===== config.mk =====
export PLATFORM = sky130hd
export DESIGN_NAME = call_ui_ctrl
export DESIGN_NICKNAME = d
export VERILOG_FILES = /design/src/rtl/call_ui_ctrl_pkg.sv /design/src/rtl/call_ui_ctrl_timer.sv /design/src/rtl/call_ui_ctrl.sv
export SDC_FILE = /design/constraint.sdc
export NUM_CORES = 1
export LEC_CHECK = 0
export CAP_MARGIN = 10
export CORE_UTILIZATION = 49
export DETAILED_ROUTE_END_ITERATION = 10
export PLACE_DENSITY = 0.79
export REMOVE_ABC_BUFFERS = 1
export SLEW_MARGIN = 20
export SYNTH_ARGS = -nofsm -noshare
export SYNTH_HDL_FRONTEND = slang
export SYNTH_SLANG_ARGS = --single-unit

===== constraint.sdc =====
create_clock -name clk -period 8.3 [get_ports clk]
set_clock_uncertainty 0.2 [all_clocks]
set_input_delay 2.49 -clock clk [delete_from_list [all_inputs] [get_ports clk]]
set_output_delay 2.49 -clock clk [all_outputs]
set_load 0.05 [all_outputs]

===== src/rtl/call_ui_ctrl_pkg.sv =====
// rtl/call_ui_ctrl_pkg.sv - shared encodings for the call/menu control core
package call_ui_ctrl_pkg;

  typedef enum logic [2:0] {
    ST_INIT     = 3'd0,
    ST_IDLE     = 3'd1,
    ST_MENU     = 3'd2,
    ST_DIALING  = 3'd3,
    ST_OUTGOING = 3'd4,
    ST_INCOMING = 3'd5,
    ST_BUSY     = 3'd6,
    ST_ENDING   = 3'd7
  } ui_state_e;

  typedef enum logic [2:0] {
    CMD_NONE      = 3'd0,
    CMD_DIAL      = 3'd1,
    CMD_ACCEPT    = 3'd2,
    CMD_REJECT    = 3'd3,
    CMD_HANGUP    = 3'd4,
    CMD_VOICEMAIL = 3'd5
  } ui_cmd_e;

  localparam logic [2:0] INC_CONNECTED = 3'd1;
  localparam logic [2:0] INC_REJECTED  = 3'd2;
  localparam logic [2:0] INC_INCOMING  = 3'd5;
  localparam logic [2:0] INC_ENDED     = 3'd6;

  localparam logic [5:0] ITEM_CALL      = 6'd0;
  localparam logic [5:0] ITEM_CALLER_ID = 6'd0;
  localparam logic [5:0] ITEM_ACCEPT    = 6'd1;
  localparam logic [5:0] ITEM_REJECT    = 6'd2;
  localparam logic [5:0] ITEM_END_CALL  = 6'd1;

  // Highest selectable item in a state; states without a menu pin the item at 0.
  function automatic logic [5:0] last_item(input ui_state_e st, input logic [5:0] menu_last);
    case (st)
      ST_MENU:     last_item = menu_last;
      ST_INCOMING: last_item = ITEM_REJECT;
      ST_BUSY:     last_item = ITEM_END_CALL;
      default:     last_item = 6'd0;
    endcase
  endfunction

endpackage


===== src/rtl/call_ui_ctrl_timer.sv =====
// rtl/call_ui_ctrl_timer.sv - loadable saturating down-counter with single fire strobe
module call_ui_ctrl_timer #(
  parameter int W = 8
) (
  input  logic         clk,
  input  logic         reset,
  input  logic         load,
  input  logic [W-1:0] load_val,
  output logic         fire
);

  logic [W-1:0] cnt_q;

  always_ff @(posedge clk) begin
    if (reset) begin
      cnt_q <= '0;
    end else if (load) begin
      cnt_q <= load_val;
    end else if (cnt_q != '0) begin
      cnt_q <= cnt_q - W'(1);
    end
  end

  // Fires in the last cycle of the window; loading 0 disarms the timer.
  assign fire = (cnt_q == W'(1));

endmodule


===== src/rtl/call_ui_ctrl.sv =====
// rtl/call_ui_ctrl.sv - call-control/menu FSM with dial shift register and timeouts
module call_ui_ctrl
  import call_ui_ctrl_pkg::*;
#(
  parameter int DIGITS     = 2,
  parameter int MENU_ITEMS = 4,
  parameter int DIAL_TO    = 1000000,
  parameter int RING_TO    = 2000000,
  parameter int END_TO     = 500000
) (
  input  logic                         clk,
  input  logic                         reset,
  input  logic                         enter,
  input  logic                         up,
  input  logic                         down,
  input  logic                         left,
  input  logic                         right,
  input  logic                         digit_valid,
  input  logic [3:0]                   digit,
  input  logic                         inc_valid,
  input  logic [2:0]                   inc_command,
  output logic                         command_valid,
  output logic [2:0]                   command,
  output logic [4*DIGITS-1:0]          phn_num,
  output logic [$clog2(DIGITS+1)-1:0]  dial_count,
  output logic [2:0]                   current_state,
  output logic [5:0]                   current_menu_item,
  output logic                         timeout_evt
);

  localparam int CW     = $clog2(DIGITS + 1);
  localparam int PW     = 4 * DIGITS;
  localparam int MAX_TO = (DIAL_TO > RING_TO) ? ((DIAL_TO > END_TO) ? DIAL_TO : END_TO)
                                              : ((RING_TO > END_TO) ? RING_TO : END_TO);
  localparam int TW     = $clog2(MAX_TO + 1);

  localparam logic [TW-1:0] DIAL_LD   = TW'(DIAL_TO);
  localparam logic [TW-1:0] RING_LD   = TW'(RING_TO);
  localparam logic [TW-1:0] END_LD    = TW'(END_TO);
  localparam logic [CW-1:0] FULL      = CW'(DIGITS);
  localparam logic [5:0]    MENU_LAST = 6'(MENU_ITEMS - 1);

  ui_state_e     state_q, state_d;
  ui_cmd_e       cmd_q, cmd_d;
  logic [5:0]    item_q, item_d;
  logic [PW-1:0] phn_q, phn_d;
  logic [CW-1:0] cnt_q, cnt_d;
  logic          cmd_valid_q, cmd_valid_d;
  logic          tevt_q, tevt_d;

  logic          tmr_fire, tmr_load;
  logic [TW-1:0] tmr_val;
  logic [5:0]    last;
  logic          digit_ok, activity;

  call_ui_ctrl_timer #(.W(TW)) u_timer (
    .clk      (clk),
    .reset    (reset),
    .load     (tmr_load),
    .load_val (tmr_val),
    .fire     (tmr_fire)
  );

  always_comb begin
    state_d     = state_q;
    item_d      = item_q;
    phn_d       = phn_q;
    cnt_d       = cnt_q;
    cmd_d       = CMD_NONE;
    tevt_d      = 1'b0;
    digit_ok    = digit_valid && (digit <= 4'd9);
    activity    = enter | up | down | left | right | digit_ok;
    last        = last_item(state_q, MENU_LAST);

    // One event per cycle, taken in fixed priority order.
    if (inc_valid) begin
      case (state_q)
        ST_IDLE, ST_MENU, ST_DIALING:
          if (inc_command == INC_INCOMING) state_d = ST_INCOMING;
        ST_OUTGOING:
          if (inc_command == INC_CONNECTED) state_d = ST_BUSY;
          else if (inc_command == INC_REJECTED || inc_command == INC_ENDED) state_d = ST_IDLE;
        ST_INCOMING, ST_BUSY, ST_ENDING:
          if (inc_command == INC_ENDED) state_d = ST_IDLE;
        default: ;
      endcase
    end else if (tmr_fire) begin
      tevt_d = 1'b1;
      case (state_q)
        ST_DIALING:  state_d = ST_IDLE;
        ST_INCOMING: begin state_d = ST_IDLE;   cmd_d = CMD_VOICEMAIL; end
        ST_OUTGOING: begin state_d = ST_ENDING; cmd_d = CMD_HANGUP;    end
        ST_ENDING:   state_d = ST_IDLE;
        default: ;
      endcase
    end else if (enter) begin
      case (state_q)
        ST_INIT: state_d = ST_IDLE;
        ST_MENU: if (item_q == ITEM_CALL) state_d = ST_DIALING;
        ST_DIALING:
          if (cnt_q == FULL) begin state_d = ST_OUTGOING; cmd_d = CMD_DIAL; end
        ST_INCOMING:
          if (item_q == ITEM_ACCEPT) begin state_d = ST_BUSY; cmd_d = CMD_ACCEPT; end
          else if (item_q == ITEM_REJECT) begin state_d = ST_IDLE; cmd_d = CMD_REJECT; end
        ST_BUSY:
          if (item_q == ITEM_END_CALL) begin state_d = ST_ENDING; cmd_d = CMD_HANGUP; end
        default: ;
      endcase
    end else if (up) begin
      item_d = (item_q == 6'd0) ? last : item_q - 6'd1;
    end else if (down) begin
      item_d = (item_q == last) ? 6'd0 : item_q + 6'd1;
    end else if (left) begin
      if (state_q == ST_MENU) begin
        state_d = ST_IDLE;
      end else if (state_q == ST_DIALING) begin
        if (cnt_q != '0) begin
          phn_d = phn_q >> 4;
          cnt_d = cnt_q - CW'(1);
        end else begin
          state_d = ST_MENU;
        end
      end
    end else if (right) begin
      if (state_q == ST_IDLE) state_d = ST_MENU;
    end else if (digit_ok && state_q == ST_DIALING && cnt_q != FULL) begin
      phn_d = (phn_q << 4) | PW'(digit);
      cnt_d = cnt_q + CW'(1);
    end

    if (state_d != state_q) begin
      item_d = 6'd0;
      if (state_d == ST_DIALING) begin
        phn_d = '0;
        cnt_d = '0;
      end
    end

    cmd_valid_d = (cmd_d != CMD_NONE);
    // Dialing activity keeps the abandon timer from running out under the user.
    tmr_load    = (state_d != state_q) || (state_q == ST_DIALING && activity);
    case (state_d)
      ST_DIALING:              tmr_val = DIAL_LD;
      ST_OUTGOING, ST_INCOMING: tmr_val = RING_LD;
      ST_ENDING:               tmr_val = END_LD;
      default:                 tmr_val = '0;
    endcase
  end

  always_ff @(posedge clk) begin
    if (reset) begin
      state_q     <= ST_INIT;
      item_q      <= 6'd0;
      phn_q       <= '0;
      cnt_q       <= '0;
      cmd_q       <= CMD_NONE;
      cmd_valid_q <= 1'b0;
      tevt_q      <= 1'b0;
    end else begin
      state_q     <= state_d;
      item_q      <= item_d;
      phn_q       <= phn_d;
      cnt_q       <= cnt_d;
      cmd_q       <= cmd_d;
      cmd_valid_q <= cmd_valid_d;
      tevt_q      <= tevt_d;
    end
  end

  assign command_valid     = cmd_valid_q;
  assign command           = cmd_q;
  assign phn_num           = phn_q;
  assign dial_count        = cnt_q;
  assign current_state     = state_q;
  assign current_menu_item = item_q;
  assign timeout_evt       = tevt_q;

endmodule

Word-level counts from Yosys, hierarchy flattened
Cells that the tools add are included.

word-level totals
  input port bits = 16
  output and inout bits = 24
  flip-flop bits (word level) = 45
  word-level logic and storage cells = 132

cells by class
  bitwise gates (word level) = 9
  reductions and logical operators = 20
  multiplexer cells = 67
  $lt $le $gt $ge = 1
  equality and inequality tests = 22
  $add $sub $neg = 5

operators by type and width
  kind                                                                     number
  8-bit two-way mux                                                        13
  3-bit two-way mux                                                        24
  21-bit one-hot mux with 3 select lines                                   1
  21-bit two-way mux                                                       2
  2-bit two-way mux                                                        15
  3-bit equality test (second input constant)                              9
  6-bit two-way mux                                                        4
  21-bit by 1-bit equality test with 1-bit output (second input constant)  1
  21-bit nonzero test                                                      1
  21-bit by 1-bit subtractor with 21-bit output (second input constant)    1
  3-bit one-hot mux with 3 select lines                                    2
  3-bit one-hot mux with 5 select lines                                    1
  3-bit by 2-bit equality test with 1-bit output (second input constant)   4
  3-bit one-hot mux with 2 select lines                                    2
  3-bit OR reduction                                                       3
  8-bit by 4-bit OR with 8-bit output                                      1
  6-bit by 1-bit adder with 6-bit output (second input constant)           1
  3-bit by 1-bit equality test with 1-bit output (second input constant)   2
  6-bit by 1-bit equality test with 1-bit output (second input constant)   1
  6-bit by 2-bit equality test with 1-bit output (second input constant)   1
  6-bit equality test                                                      1
  6-bit zero test                                                          1
  2-bit one-hot mux with 3 select lines                                    1
  2-bit nonzero test                                                       3
  other kinds (16)                                                         29

Longest topological paths before layout
  depth after elaboration = 14
  mapped depth = 13
  depth with buffers taken out = 10

Hierarchy
Synthesis repeated with hierarchy kept, for this count alone.

second synthesis, totals
  cell total of the unflattened synthesis = 400
  area, all modules = 3264.4 µm²

by module, submodules not included
  module              area an instance (µm²)  seq. area each (µm²)  cells each  times used
  call_ui_ctrl        2024.4                  480.5                 257         1
  call_ui_ctrl_timer  1239.9                  420.4                 143         1

Least setup slack after synthesis
No wires, ideal clock.

  kind = input port to flip-flop
  start = input left
  end = register u_timer.cnt_q[13]
  slack = 3.726 ns
  stages = 10
  data arrival time = 4.304 ns
  setup time = 0.070 ns
  required time = 8.030 ns
  buffers on the path = 2
  cells stage by stage = nor3b_1 > a31o_2 > a22oi_1 > mux2_2 > a32oi_1 > and4b_1 > buf_6 > buf_4 > nand3_1 > a21oi_1

between the ends
  word-level cells in the longest chain between the ends = 10
  elaborated cells between the ends (all ways) = 20
  those cells by class = eq/ne: 5; mux: 8; bitwise: 3; reduce/logical: 4

ends and longest elaborated chain
  element                                 RTL line                  text
  from (decl)                             call_ui_ctrl.sv:16        input logic left,
  3-bit two-way mux                       call_ui_ctrl.sv:113       end else if (left) begin
  3-bit two-way mux                       call_ui_ctrl.sv:111       end else if (down) begin
  3-bit two-way mux                       call_ui_ctrl.sv:109       end else if (up) begin
  3-bit two-way mux                       call_ui_ctrl.sv:96        end else if (enter) begin
  3-bit two-way mux                       call_ui_ctrl.sv:87        end else if (tmr_fire) begin
  3-bit two-way mux                       call_ui_ctrl.sv:76        if (inc_valid) begin
  3-bit equality test                     call_ui_ctrl.sv:142       case (state_d)
  2-bit OR reduction                      call_ui_ctrl.sv:142
  21-bit one-hot mux with 3 select lines  call_ui_ctrl.sv:142
  21-bit two-way mux                      call_ui_ctrl_timer.sv:17  end else if (load) begin
  to (signal assigned)                    call_ui_ctrl_timer.sv:18  cnt_q <= load_val;
  to (signal assigned)                    call_ui_ctrl_timer.sv:20  cnt_q <= cnt_q - W'(1);
  to (decl)                               call_ui_ctrl_timer.sv:12  logic [W-1:0] cnt_q;

Several ways; a longest one is shown, not always the timed one.
A chain may end at the register's enable or synchronous reset.

Worst setup path after layout
  start = input up
  end = register u_timer.cnt_q[5]

between the ends
  word-level cells in the longest chain between the ends = 8
  elaborated cells between the ends (all ways) = 20
  those cells by class = eq/ne: 5; mux: 6; bitwise: 5; reduce/logical: 4

ends and longest elaborated chain
  element                                                                     RTL line                                  text
  from (decl)                                                                 call_ui_ctrl.sv:14                        input logic up,
  3-bit two-way mux or 1-bit OR (tied branches)                               call_ui_ctrl.sv:109, call_ui_ctrl.sv:72
  3-bit two-way mux or 1-bit OR (tied branches)                               call_ui_ctrl.sv:96, call_ui_ctrl.sv:72
  3-bit two-way mux or 1-bit OR (tied branches)                               call_ui_ctrl.sv:87, call_ui_ctrl.sv:72
  3-bit two-way mux or 1-bit OR (tied branches)                               call_ui_ctrl.sv:76, call_ui_ctrl.sv:72
  3-bit equality test or 1-bit OR (tied branches)                             call_ui_ctrl.sv:142, call_ui_ctrl.sv:72
  2-bit OR reduction or 1-bit logical AND (tied branches)                     call_ui_ctrl.sv:142, call_ui_ctrl.sv:141
  21-bit one-hot mux with 3 select lines or 1-bit logical OR (tied branches)  call_ui_ctrl.sv:142, call_ui_ctrl.sv:141
  21-bit two-way mux or 2-bit nonzero test (tied branches)                    -

Several ways; a longest one is shown, not always the timed one.

==> metrics.md <==
| Metric | Value |
|---|---|
| Status | `complete, no violations` |
| Worst-path fanout max | `19` |
| RSZ-0062 raised after global routing | `false` |
| GR Overflow Total | `0` |
| Reg power frac | `29.3%` |
| CTS Buf Count | `5` |
| H-tree levels | `2` |
| CTS clk-pin slew, worst paths | `0.10 ns` |
| Cell taking the most area after synthesis | `dfxtp_1` |
| Kind of critical path | `in -> reg` |
| Detailed Route WL | `7956 um` |
| Fin Setup TNS | `0 ns` |
| Worst hold path class | `reg -> reg` |
| Internal | `0.0005637 W` |
| Post-synthesis cell area | `0.003060 sq mm` |
| Sw Ratio | `45.88%` |
| Leakage | `1.274 nW` |
| Post-CTS resize count | `0` |
| Post-DP HPWL | `5711 um` |
| Synthesis-to-layout area growth | `16.11%` |
| Wl on met1 | `3892 um` |
| Async S/R FF share, synth | `0%` |
| Vias in the first global route | `2752` |
| Fmax achieved | `177.9 MHz` |
| First-pass GRT wire length | `13370 um` |
| Vias/cell | `6.178` |
| Largest net degree at the start of global routing | `29` |
| IO Count | `40` |
| Main area contributors after synthesis | `dfxtp_1 29%, nor2_1 6.4%, a21oi_1 5.4%` |
| Setup bufs post-CTS | `0` |
| Initial core utilization | `51.39%` |
| Power Density | `293.1 mW/mm^2` |
| Worst slew pin tran | `0.7938 ns` |
| Main synth FF type | `dfxtp_1` |
| Final GP Congestion | `0.9058` |
| Comb pwr share | `56.8%` |
| Antenna Cells | `0` |
| Clk Latency, worst-skew pair | `0.32 ns` |
| Synth Register Bits | `45` |
| Yosys Warn Count | `0` |
| DIE AREA | `0.006566 sq mm` |
| Final #Nets | `458` |
| Total length of routed met2 wires | `3467 um` |
| Arrival time worst endpoint | `5.60 ns` |
| Wire per inst | `15.69 um` |
| Cells after Synth | `404` |
| Rel. slew slack | `46.67%` |
| Post-synthesis sequential area ratio | `29.44%` |
| TritonCTS clock tree | `built` |
| GRT Total Usage | `26.20%` |
| Wire length on met3 | `470 um` |
| Ratio of cells with drive above 1 in the final layout | `5.556%` |
| Via count | `3132` |
| Area after DPL | `0.003460 sq mm` |
| Max VDD drop | `0.0001671 V` |
| Max-cap violations | `0` |
| Final Cell Area | `0.003553 sq mm` |
| Top layer in use | `met4` |
| Chip height | `81.03 um` |
| Most common library cells after synthesis | `52 x nor2_1, 45 x dfxtp_1, 33 x a21oi_1` |
| Net Switching | `0.0004779 W` |
| CTS Root Cell | `clkbuf_8` |
| Num rows | `28` |
| Port Buf Inserts | `39` |
| Worst setup SP type | `primary input` |
| CTS Sinks | `45` |
| Die Width | `81.03 um` |
| Yosys cell types | `58` |
| Period utilization | `67.71%` |
| Fin crit period | `5.620 ns` |
| Worst EP required | `8.28 ns` |
| Core Region | `0.005956 sq mm` |
| DR pass1 iterations | `5` |
| Critical Path End Type | `flip-flop` |
| Number of synthesized flops with an enable pin | `0` |
| First DRT Iteration DRCs | `318` |
| Clock power share | `13.9%` |
| Area share of the largest cell type after synthesis | `29.44%` |
| Max-slew violations | `0` |
| Final setup violation count | `0` |
| Final Hold Fails | `0` |
| Initial antenna violation count | `0` |
| Clock Path Buffers | `2` |
| Routed Antenna Nets | `0` |
| CTS Hold Bufs | `0` |
| Syn avg cell area | `7.575 sq um` |
| # DRC | `0` |
| Most frequent cell after synthesis | `nor2_1` |
[cell usage in the layout (no fill, tap or decap), types with 3 or more instances in the layout]
| cell type | synthesis | layout |
|---|---|---|
| xor2_1 | 10 | 10 |
| nand3_1 | 21 | 21 |
| nor3b_1 | 4 | 4 |
| o22ai_1 | 9 | 9 |
| and3_1 | 4 | 4 |
| xnor2_1 | 10 | 10 |
| nand4_1 | 9 | 9 |
| a21oi_1 | 33 | 33 |
| a22oi_1 | 8 | 8 |
| clkbuf_8 | 0 | 5 |
| inv_1 | 13 | 13 |
| and2_1 | 4 | 4 |
| ha_1 | 11 | 11 |
| a211oi_1 | 6 | 6 |
| nor4_1 | 8 | 8 |
| nor3_1 | 23 | 23 |
| nor2b_1 | 6 | 6 |
| or3_1 | 6 | 6 |
| o21ai_0 | 15 | 15 |
| a31oi_1 | 4 | 4 |
| nand2b_1 | 7 | 7 |
| or4_1 | 3 | 3 |
| dfxtp_1 | 45 | 45 |
| clkdlybuf4s50_1 | 0 | 39 |
| or2_2 | 3 | 3 |
| nor2_1 | 52 | 52 |
| nand2_1 | 28 | 28 |
[state kept, by name (all words and copies together) (netlist names)]
name,flops
phn_num,8
current_menu_item,6
timeout_evt,1
current_state,3
u_timer.cnt_q,21
command,3
command_valid,1
dial_count,2
[worst paths after layout]
kind	start	endpoint	slack, ns	cells after the start
max	up	u_timer.cnt_q[5]	2.68	9
min	phn_num[5]	phn_num[1]	0.34	2
max reg2reg	u_timer.cnt_q[11]	u_timer.cnt_q[5]	4.50	8
min reg2reg	phn_num[5]	phn_num[1]	0.34	2
[cells by family (layout without fill, tap and decap cells)]
kind of cell	after synthesis	in the layout	synth area share [%]
buffers and inverters	34	62	4.865
and+or+nand+nor	191	191	33.16
DFF	45	45	29.44
muxes	4	4	1.431
adders and majority gates	11	11	4.497
xor gates and xnor gates	20	20	5.723
AOI/OAI and AO/OA	99	99	20.89
[layout make-up]
type	count	area (sq um)
sequential	45	900.9
fill	590	2402
timing repair buffer	41	405.4
inverter	13	48.80
tap	75	93.84
multi-input combinational	325	2011
clock buffer	5	68.82
clock inverter	3	25.02
[routing by layer]
metal / global-route usage, % / vias up
met5: 0 / -
met4: 8.393 / 0
met3: 4.719 / 14
met2: 37.90 / 116
met1: 38.71 / 1461
li1: - / 1541
[worst max-delay path, cell delays in order]
cell,delay [ns]
clkdlybuf4s50_1,0.80
nor3b_1,0.16
a31o_2,0.27
a22oi_1,0.26
mux2_2,0.38
a32oi_1,0.24
and4b_1,0.64
or3b_4,0.27
a21oi_1,0.06
[stage by stage]
| step | util [%] | power, W | setup slack, ns | std cells | hold slack (ns) |
|---|---|---|---|---|---|
| final | 59.66 | 0.001042 | 2.680 | 507 | 0.3350 |
| after global routing | 59.66 | 0.001131 | 2.424 | 507 | 0.3568 |
| after CTS | 59.66 | 0.001037 | 2.739 | 507 | 0.3236 |
| after detailed placement | 58.09 | 0.0008902 | 2.412 | 499 | 0.3108 |
| after global placement | 58.09 | 0.0008793 | 2.529 | 499 | 0.2931 |
| after floorplan | - | 0.0007591 | 3.552 | 383 | 0.2714 |
[power groups by stage]
stage	clock (W)	combinational [W]	sequential, W
2_1_floorplan	0	0.000452	0.000307
3_3_place_gp	0	0.000575	0.000305
3_5_place_dp	0	0.000583	0.000307
4_1_cts	0.000148	0.000586	0.000303
5_1_grt	0.000158	0.000663	0.000310
6_report	0.000145	0.000592	0.000305
Note: power is estimated with default switching activity, not from simulation.
